[config.mk]
export PLATFORM = sky130hd
export DESIGN_NAME = srl_fifo4
export DESIGN_NICKNAME = d
export VERILOG_FILES = /design/src/rtl/srl_fifo4_pkg.sv /design/src/rtl/srl_fifo4_srl_store.sv /design/src/rtl/srl_fifo4.sv
export SDC_FILE = /design/constraint.sdc
export NUM_CORES = 1
export LEC_CHECK = 0
export CORE_MARGIN = 1.5
export CORE_UTILIZATION = 25
export CTS_CLUSTER_DIAMETER = 60
export DETAILED_ROUTE_END_ITERATION = 6
export GPL_TIMING_DRIVEN = 0
export SLEW_MARGIN = 10
export SYNTH_ARGS = -nofsm -noshare
export SYNTH_HDL_FRONTEND = slang
export SYNTH_SLANG_ARGS = --single-unit
[constraint.sdc]
create_clock -name clk -period 14.35 [get_ports clk]
set_input_delay 2.87 -clock clk [delete_from_list [all_inputs] [get_ports clk]]
set_output_delay 2.87 -clock clk [all_outputs]
set_load 0.05 [all_outputs]
[src/rtl/srl_fifo4_pkg.sv]
// Constants shared by every block built on addressable shift-register storage.
// The SRL primitive is always 32 words deep, so its address is always 5 bits wide.
package srl_fifo4_pkg;

   localparam int SRL_AW        = 5;
   localparam int SRL_MAX_DEPTH = 32;

endpackage : srl_fifo4_pkg

[src/rtl/srl_fifo4_srl_store.sv]
// W-wide addressable shift register, one 32-bit shift chain per data bit.
// There is no reset, so each chain maps onto a single SRL32 primitive.
module srl_fifo4_srl_store
   import srl_fifo4_pkg::*;
#(
   parameter int W = 4
) (
   input  logic              clk,
   input  logic [W-1:0]      d,
   input  logic [SRL_AW-1:0] a,
   input  logic              ce,
   output logic [W-1:0]      y
);

   logic [SRL_MAX_DEPTH-1:0] sr_r [W];

   for (genvar b = 0; b < W; b++) begin : g_bit
      // Shift storage: the newest word enters at address 0.
      always_ff @(posedge clk) begin
         if (ce) begin
            sr_r[b] <= {sr_r[b][SRL_MAX_DEPTH-2:0], d[b]};
         end
      end

      assign y[b] = sr_r[b][a];
   end

endmodule : srl_fifo4_srl_store

[src/rtl/srl_fifo4.sv]
// Synchronous FIFO: addressable SRL storage plus one registered output stage.
// The oldest stored word always sits at SRL address cnt-1.
module srl_fifo4
   import srl_fifo4_pkg::*;
#(
   parameter int W     = 4,
   parameter int DEPTH = 32,
   parameter int AW    = SRL_AW
) (
   input  logic          clk,
   input  logic          rstn,
   input  logic [W-1:0]  din,
   input  logic          din_v,
   output logic          din_rdy,
   output logic [W-1:0]  dout,
   output logic          dout_v,
   input  logic          dout_rdy,
   output logic [AW:0]   lvl,
   output logic          ovf
);

   localparam logic [AW:0] CNT_ONE   = {{AW{1'b0}}, 1'b1};
   localparam logic [AW:0] CNT_ZERO  = {(AW+1){1'b0}};
   localparam logic [AW:0] CNT_DEPTH = (AW+1)'(DEPTH);

   logic [AW:0]   cnt_r;
   logic [W-1:0]  dout_r;
   logic          dout_v_r;
   logic          ovf_r;

   logic          din_rdy_s;
   logic          push_s;
   logic          pop_s;
   logic          ld_s;
   logic          ce_s;
   logic [AW:0]   cnt_m1_s;
   logic [AW:0]   cnt_nxt_s;
   logic [AW-1:0] rd_addr_s;
   logic [W-1:0]  rd_data_s;

   // Handshake, load decision and next fill count.
   always_comb begin
      din_rdy_s = (cnt_r != CNT_DEPTH);
      push_s    = din_v & din_rdy_s;
      pop_s     = dout_v_r & dout_rdy;
      ld_s      = (cnt_r != CNT_ZERO) & (~dout_v_r | dout_rdy);
      ce_s      = push_s & rstn;
      cnt_m1_s  = cnt_r - CNT_ONE;
      rd_addr_s = cnt_m1_s[AW-1:0];
      cnt_nxt_s = cnt_r;
      case ({push_s, ld_s})
         2'b10:   cnt_nxt_s = cnt_r + CNT_ONE;
         2'b01:   cnt_nxt_s = cnt_m1_s;
         default: cnt_nxt_s = cnt_r;
      endcase
   end

   srl_fifo4_srl_store #(
      .W (W)
   ) u_store (
      .clk (clk),
      .d   (din),
      .a   (rd_addr_s),
      .ce  (ce_s),
      .y   (rd_data_s)
   );

   // Fill counter, output stage and sticky overflow; the read uses pre-edge cnt.
   always_ff @(posedge clk) begin
      if (!rstn) begin
         cnt_r    <= CNT_ZERO;
         dout_r   <= {W{1'b0}};
         dout_v_r <= 1'b0;
         ovf_r    <= 1'b0;
      end else begin
         cnt_r <= cnt_nxt_s;
         if (ld_s) begin
            dout_r   <= rd_data_s;
            dout_v_r <= 1'b1;
         end else if (pop_s) begin
            dout_v_r <= 1'b0;
         end
         if (din_v && !din_rdy_s) begin
            ovf_r <= 1'b1;
         end
      end
   end

   assign din_rdy = din_rdy_s;
   assign dout    = dout_r;
   assign dout_v  = dout_v_r;
   assign ovf     = ovf_r;
   assign lvl     = cnt_r + {{AW{1'b0}}, dout_v_r};

endmodule : srl_fifo4
### Word-level counts from Yosys, hierarchy flattened

Memories as Yosys holds them, arrays and structs flattened.
Cells that the tools add are included.

* flip-flop bits (word level): 12
* RAM bits: 128
* bits of input ports: 8
* word-level logic and storage cells: 36
* memories kept: 1

* add/sub/neg operators: 3
* order comparisons: 1
* equal/unequal tests: 3
* muxes and demuxes: 13
* bitwise gates (word level): 6
* reduce and logical (&&, ||, !) cells: 5

Memory list
* u_store.sr_r: words 4, width 32, read ports 4, clocked after memory_dff 0, write ports 4, RTL line srl_fifo4_srl_store.sv:15 `logic [SRL_MAX_DEPTH-1:0] sr_r [W];`

Operator list (count)
* binary-select mux 1 bit (select 5 bit): 4
* case mux 6 bit (2 select lines): 1
* 2-to-1 mux 1 bit: 8
* adder 6 x 1 -> 6 bit: 1
* adder 6 x 1 -> 6 bit (second input constant): 1
* < comparator 5 x 6 -> 1 bit (second input constant): 1
* != test 6 bit (second input constant): 1
* nonzero test 6 bit: 1
* subtractor 6 x 1 -> 6 bit (second input constant): 1
* AND 1 bit: 4
* nonzero test 2 bit: 2
* == test 2 x 1 -> 1 bit (second input constant): 1
* == test 2 bit (second input constant): 1
* logical AND 1 bit: 1
* zero test 1 bit: 1
* NOT 1 bit: 1
* bitwise OR 1 bit: 1

### Depth between registers and ports, before layout

* depth after elaboration: 5
* depth in mapped cells: 14

### Cells and area by module

From an unflattened synthesis, not the netlist that was laid out.

* cells, all modules: 274
* area, all modules: 5640.4 um2

Modules (own cells, without submodules)
* srl_fifo4_srl_store: instances 1, cells an instance 181, area each 4847.1 um2
* srl_fifo4: instances 1, cells an instance 93, area each 793.3 um2

### Worst setup path before layout

OpenSTA, ideal clock, no wires.

* path type: input -> register
* from: in rstn
* to: mem u_store.sr_r[0][0] (enable)
* library setup time: 617 ps
* arrival: 8468 ps
* setup slack: 5265 ps
* cell stages on the path: 3
* path buffers: 1
* path through: inv_1 > clkbuf_1 > nor2_1

RTL lines
* start: declaration: RTL line srl_fifo4.sv:11 `input logic rstn,`
* end: declaration: RTL line srl_fifo4_srl_store.sv:15

### Final worst setup path

* from: reg cnt_r[0]
* to: out din_rdy

* cells in the longest elaborated chain, start to end: 1

Ends and longest elaborated chain
* start: declaration: RTL line srl_fifo4.sv:26 `logic [AW:0] cnt_r;`
* start signal: assignment: RTL line srl_fifo4.sv:76 `cnt_r <= cnt_nxt_s;`
* != test 6 bit: RTL line srl_fifo4.sv:43 `din_rdy_s = (cnt_r != CNT_DEPTH);`
* end: declaration: RTL line srl_fifo4.sv:14 `output logic din_rdy,`

Every way passes these cells.

==> run_results.csv <==
group,metric,value,unit
yosys,postSynth.asyncResetShare,0,%
critical_path,cp_cell_sequence,"buf_6 -> buf_4 -> clkinv_1 -> ha_1 -> nand3_1 -> clkdlybuf4s50_1",
power,seq_power_share,32.0,%
critical_path,cp_data_required_time,11.48,ns
global_route,grt_overflow,0,
timing,final-setup-viol-count,0,
die,dieArea,0.0237,mm²
timing,min_period,5.63,ns
yosys,synth_seq_cells,140,
power,power_frac_clock,28.5,%
placement,port_buffers,20,
critical_path,crit_path_end_kind,"output pin",
final_layout,nNetsFinal,399,
run,cap_viol_max_count,0,
cts,htreeDepth,4,
timing,rsz0062_at_grt,"no",
timing,tns,0,ns
cts,cts-root-buf,"clkbuf_16",
critical_path,cp.arrival,2.76,ns
critical_path,path_class,"reg2out",
power,pwr-share-comb,39.5,%
die,rows,55,
cts,cts_hold_repair.buffers,0,
final_layout,final_core_util,31.0,%
route,firstDrtPassIters,5,
timing,relSlewSlack,45.5,%
yosys,synth_cells,342,
route,vias,3110,
timing,max_freq,0.178,GHz
timing,period_share,39.2,%
cts,cts_max_path_buffers,2,
yosys,syn_nets,356,
die,start_util,25.3,%
die,die_h,154,µm
yosys,netlist-cell-type-count,41,
cts,insertion_delay,0.41,ns
die,ios,21,
power,power_density,236,mW/mm²
timing,timing_worst_slew_pin_value,0.817,ns
cts,clkTransAtPathRegs,0.06,ns
route,wl_per_cell,15.8,µm
yosys,synth.avg_cell_area,16.7,µm²
power,p_int,1.06,mW
route,drtAntennaViolNets,0,
outcome,status,"completed",
cts,clock-sinks,140,
critical_path,worst-path-buf-inv,4,
power,p_sw_share,35.4,%
die,die_w,154,µm
yosys,ys_warn_count,0,
cts,cts_setup_buffers,0,
critical_path,critical-path-top-delay-family,"buffers and inverters",
power,p_sw,0.581,mW
final_layout,syn2layout_area_growth,22.5,%
route,wl,10700,µm
final_layout,drive_above_1_share,18.4,%
route,drt_iter0_drc,273,
global_route,grt_pass1_wl,17100,µm
global_route,grt_pass1_vias,3108,
critical_path,cp_max_fo,10,
yosys,synth_edf_count,128,
yosys,synth_area,0.00570,mm²
global_route,antenna_found_initial,0,
power,power,1.64,mW
route,via_per_inst,4.56,
critical_path,slowest_delay,0.81,ns
global_route,grt_util_all_layers,9.48,%
yosys,seq_area_frac_synth,71.7,%
final_layout,num-fill-cells,2138,
critical_path,worstSetupStartpointType,"flip-flop",
final_layout,layout_commonest_cell,"edfxtp_1",
power,vdd_drop_max,0.000117,V
cts,cts_tree,"done",
placement,dpl.hpwl,7130,µm
die,core_area,0.0225,mm²
yosys,yosys_most_used_dff,"edfxtp_1",
critical_path,crit_slowest_cell,"clkdlybuf4s50_1",
timing,post-route-worst-setup-slack,8.72,ns
route,drc,0,
final_layout,final_cell_mix,"edfxtp_1, nand2_1, nand3_1",
cts,numCtsBuffers,17,
placement,place_ws,8.97,ns
cts,ctsResizeCount,0,
placement,globalplace.congestion,0.796,
timing,finalClockSkew,0.0125,ns
hold_path,hold_class,"reg2reg",
timing,hold_violations,0,
power,leakagePower,2.32,nW
timing,slew_viol_final,0,
final_layout,diodes,0,
global_route,grt_max_degree,33,
-- flip-flops by register name (all words and copies together), names as in the netlist --
name / cells
dout: 4
ovf: 1
cnt_r: 6
dout_v: 1
u_store.sr_r: 128
-- layout make-up --
class / instances / area (µm²) / share of cell area [%]
clock inverter: 13 / 199 / 2.85
tap: 285 / 357 / 5.11
sequential: 140 / 4080 / 58.5
inverter: 4 / 15.0 / 0.215
buffer: 20 / 120 / 1.72
timing repair buffer: 24 / 288 / 4.12
clock buffer: 18 / 429 / 6.15
multi-input combinational: 178 / 1490 / 21.3
-- metrics by stage --
step / area, µm² / hold slack, ns / cells
after floorplan: 5700 / 0.417 / 342
after global placement: 6250 / 0.425 / 647
after detailed placement: 6350 / 0.432 / 651
after CTS: 6980 / 0.444 / 682
after global routing: 6980 / 0.458 / 682
final: 6980 / 0.445 / 682
-- synthesized netlist by cell type (2+ instances only) --
| cell type | n | share of area, % |
|---|---|---|
| ha_1 | 6 | 1.3 |
| edfxtp_1 | 128 | 67 |
| xnor2_1 | 7 | 1.1 |
| nand2_1 | 49 | 3.2 |
| mux2_2 | 4 | 0.79 |
| o22ai_1 | 4 | 0.44 |
| nand3_1 | 25 | 2.2 |
| or3_1 | 2 | 0.22 |
| nor4_1 | 3 | 0.33 |
| dfxtp_1 | 12 | 4.2 |
| clkbuf_1 | 10 | 0.66 |
| inv_1 | 3 | 0.20 |
| buf_6 | 4 | 0.79 |
| nand4_1 | 6 | 0.66 |
| xor2_1 | 6 | 0.92 |
| a21oi_1 | 9 | 0.79 |
| buf_2 | 3 | 0.26 |
| a41oi_1 | 5 | 0.77 |
| nor3_1 | 2 | 0.18 |
| buf_4 | 3 | 0.40 |
| nor2_1 | 9 | 0.59 |
| mux4_2 | 21 | 8.3 |
| mux4_1 | 3 | 1.4 |
-- power by group through the flow --
stage	Clock, mW	Combinational [mW]	Sequential, mW
2_1_floorplan	0	0.459	0.551
3_3_place_gp	0	0.632	0.540
3_5_place_dp	0	0.648	0.534
4_1_cts	0.475	0.653	0.526
5_1_grt	0.492	0.705	0.530
6_report	0.468	0.650	0.526
-- routing by layer --
layer	vias to the layer above	routed length, µm	GRT usage [%]
li1	1423	-	-
met1	1604	5080	13.2
met2	72	5070	14.1
met3	11	454	2.68
met4	0	138	3.33
met5	-	0	0
-- path summary, 6_finish.rpt --
check | startpoint | endpoint | slack [ns] | depth (start not counted)
worst max register to register | cnt_r[0]$_SDFFE_PN0P_ | dout[2]$_SDFFE_PN0P_ | 11.01 | 10
worst min-delay path | u_store.sr_r[3][22]$_DFFE_PP_ | u_store.sr_r[3][23]$_DFFE_PP_ | 0.44 | 0
worst min register to register | u_store.sr_r[3][22]$_DFFE_PP_ | u_store.sr_r[3][23]$_DFFE_PP_ | 0.44 | 0
worst max-delay path | cnt_r[0]$_SDFFE_PN0P_ | din_rdy | 8.72 | 6
-- worst reg2reg max path, stage by stage (launching register included) --
cell      delay (ns)
dfxtp_1         0.38
buf_6           0.20
buf_4           0.21
clkinv_1        0.29
ha_1            0.42
xnor2_1         0.53
clkbuf_1        0.55
nand2_1         0.13
nand3_1         0.11
a41oi_1         0.15
nor4_1          0.27
-- cell families (layout without fill, tap and decap cells) --
family,count (synthesis),in the layout,share of synthesized area (%)
xor gates and xnor gates,14,14,2.48
and+or+nand+nor,107,107,8.98
DFF,140,140,71.7
muxes,29,29,10.7
buffers and inverters,24,79,2.37
AOI/OAI and AO/OA,22,22,2.50
adders and majority gates,6,6,1.32
Power figures use the tool's default switching activity.
==> RTL edit (same settings) <==
The package constant `SRL_MAX_DEPTH` goes from 32 to 16.
--- a/src/rtl/srl_fifo4_pkg.sv
+++ b/src/rtl/srl_fifo4_pkg.sv
@@ -3,7 +3,7 @@
 package srl_fifo4_pkg;
 
    localparam int SRL_AW        = 5;
-   localparam int SRL_MAX_DEPTH = 32;
+   localparam int SRL_MAX_DEPTH = 16;
 
 endpackage : srl_fifo4_pkg
 
Function: no difference found for any inputs over 10 cycles, from zero or initial values and one cycle with rstn low; that may be too few to reach the edited logic, so the function may still have changed.
==> RTL edit against the unedited design <==
- total power down 49%
- critical path depth rose by 1
- register-to-register slack improved by 0.79 ns
- clock power fell by 53%
- sequential cell count shrank 64
- area after synthesis decreased by 44%
- count of clock-buffer cells in the layout fell by 7
- final area fell by 44%
- worst setup slack better by 0.37 ns
- clock skew is 0.0032 ns lower
- wire length is 48% lower
- maximum frequency rose by 7.1%
- via count shrank 46%
==> RTL edit: results (changes against the unedited design) <==
\begin{tabular}{lr}
\hline
Metric & Value \\
\hline
\multicolumn{2}{l}{\textbf{Final layout}} \\
Number of nets in the finished design & 231 (was 399) \\
\multicolumn{2}{l}{\textbf{Pwr}} \\
Worst ir drop on vdd & 65.6 uV (was 117 uV) \\
\multicolumn{2}{l}{\textbf{Detailed routing}} \\
Final Routed Wirelength & 5.63 mm (was 10.7 mm) \\
Drt pass-1 iters & 4 (was 5) \\
DRC marker count from the first detailed-route iteration & 94 (was 273) \\
\multicolumn{2}{l}{\textbf{Synthesis}} \\
Count of cell types in the netlist & 35 (was 41) \\
Syn Area/Cell & 17.2 sq um (was 16.7 sq um) \\
Number of synthesized flops with an enable pin & 64 (was 128) \\
Sequential fraction of the synthesis area & 0.675 (was 0.717) \\
Number of nets in the synthesized netlist & 200 (was 356) \\
\multicolumn{2}{l}{\textbf{Global route}} \\
Global-route wire length before repair & 9.24 mm (was 17.1 mm) \\
Largest net degree at the start of global routing & 65 (was 33) \\
Overall Global Routing Usage & 0.0918 (was 0.0948) \\
Vias in the first global route & 1,739 (was 3,108) \\
\multicolumn{2}{l}{\textbf{STA}} \\
Worst clock skew & 0.00922 ns (was 0.0125 ns) \\
Headroom to the max-slew limit & 0.440 (was 0.455) \\
Min Hold Slack & 0.436 ns (was 0.445 ns) \\
\multicolumn{2}{l}{\textbf{Placed design}} \\
HPWL reported at the end of detailed placement & 3.52 mm (was 7.13 mm) \\
Worst slack after detailed placement & 9.45 ns (was 8.97 ns) \\
\multicolumn{2}{l}{\textbf{Clock tree}} \\
Number of buffers created by CTS & 9 (was 17) \\
Latest clock arrival within the worst-skew pair & 0.33 ns (was 0.41 ns) \\
Number of H-tree branching levels & 3 (was 4) \\
\multicolumn{2}{l}{\textbf{Worst setup path}} \\
Arr. time, crit path & 2.38 ns (was 2.76 ns) \\
\multicolumn{2}{l}{\textbf{Status}} \\
Status & finished, final reports clean (unchanged) \\
\multicolumn{2}{l}{\textbf{Worst hold path}} \\
Hold-critical path endpoint & u\_store.sr\_r[3][3]\$\_DFFE\_PP\_ (was u\_store.sr\_r[3][23]\$\_DFFE\_PP\_) \\
\hline
\end{tabular}
==> RTL edit: routing by layer <==
metal,track usage,share of wire,up-vias
met4,0.0244,0.0032,0
met1,0.126,0.52,831
li1,-,-,805
met5,0,0,-
met3,0.0379,0.051,2
met2,0.135,0.43,43
==> RTL edit: worst max path at each step <==
stage / to / slack [ns]
after floorplan: u_store.sr_r[0][0]$_DFFE_PP_ / 9.50
after global placement: u_store.sr_r[1][0]$_DFFE_PP_ / 8.43
after detailed placement: din_rdy / 9.45
after CTS: din_rdy / 9.09
after global routing: din_rdy / 8.93
final: din_rdy / 9.10
==> RTL edit: power by group through the flow <==
stage	registers [mW]	logic [mW]	clock network, mW
6_report	0.293	0.329	0.218
5_1_grt	0.297	0.359	0.233
4_1_cts	0.294	0.332	0.223
3_5_place_dp	0.298	0.330	0
3_3_place_gp	0.298	0.327	0
2_1_floorplan	0.310	0.233	0
==> RTL edit: cell type report <==
class | count | area, sq um
inverters | 4 | 15.0
well taps | 172 | 215
repair buffers | 20 | 200
fillers | 1243 | 8660
clock inverters | 5 | 52.6
multi-input cells | 97 | 972
clock buffers | 11 | 233
plain buffers | 9 | 58.8
flip-flops and latches | 76 | 2160
==> RTL edit: cell families after synthesis <==
kind of cell | share of synthesized area
muxes | 0.137
AOI/OAI and AO/OA | 0.0570
adders and majority gates | 0.0234
and+or+nand+nor | 0.0598
DFF | 0.675
buffers and inverters | 0.0230
xor gates and xnor gates | 0.0246
==> RTL edit: stage by stage <==
step / util / area (sq um) / power (mW)
6_report: 0.311 / 3910 / 0.840
3_5_place_dp: 0.288 / 3620 / 0.628
5_1_grt: 0.311 / 3910 / 0.889
4_1_cts: 0.311 / 3910 / 0.849
3_3_place_gp: 0.288 / 3620 / 0.625
2_1_floorplan: - / 3200 / 0.543
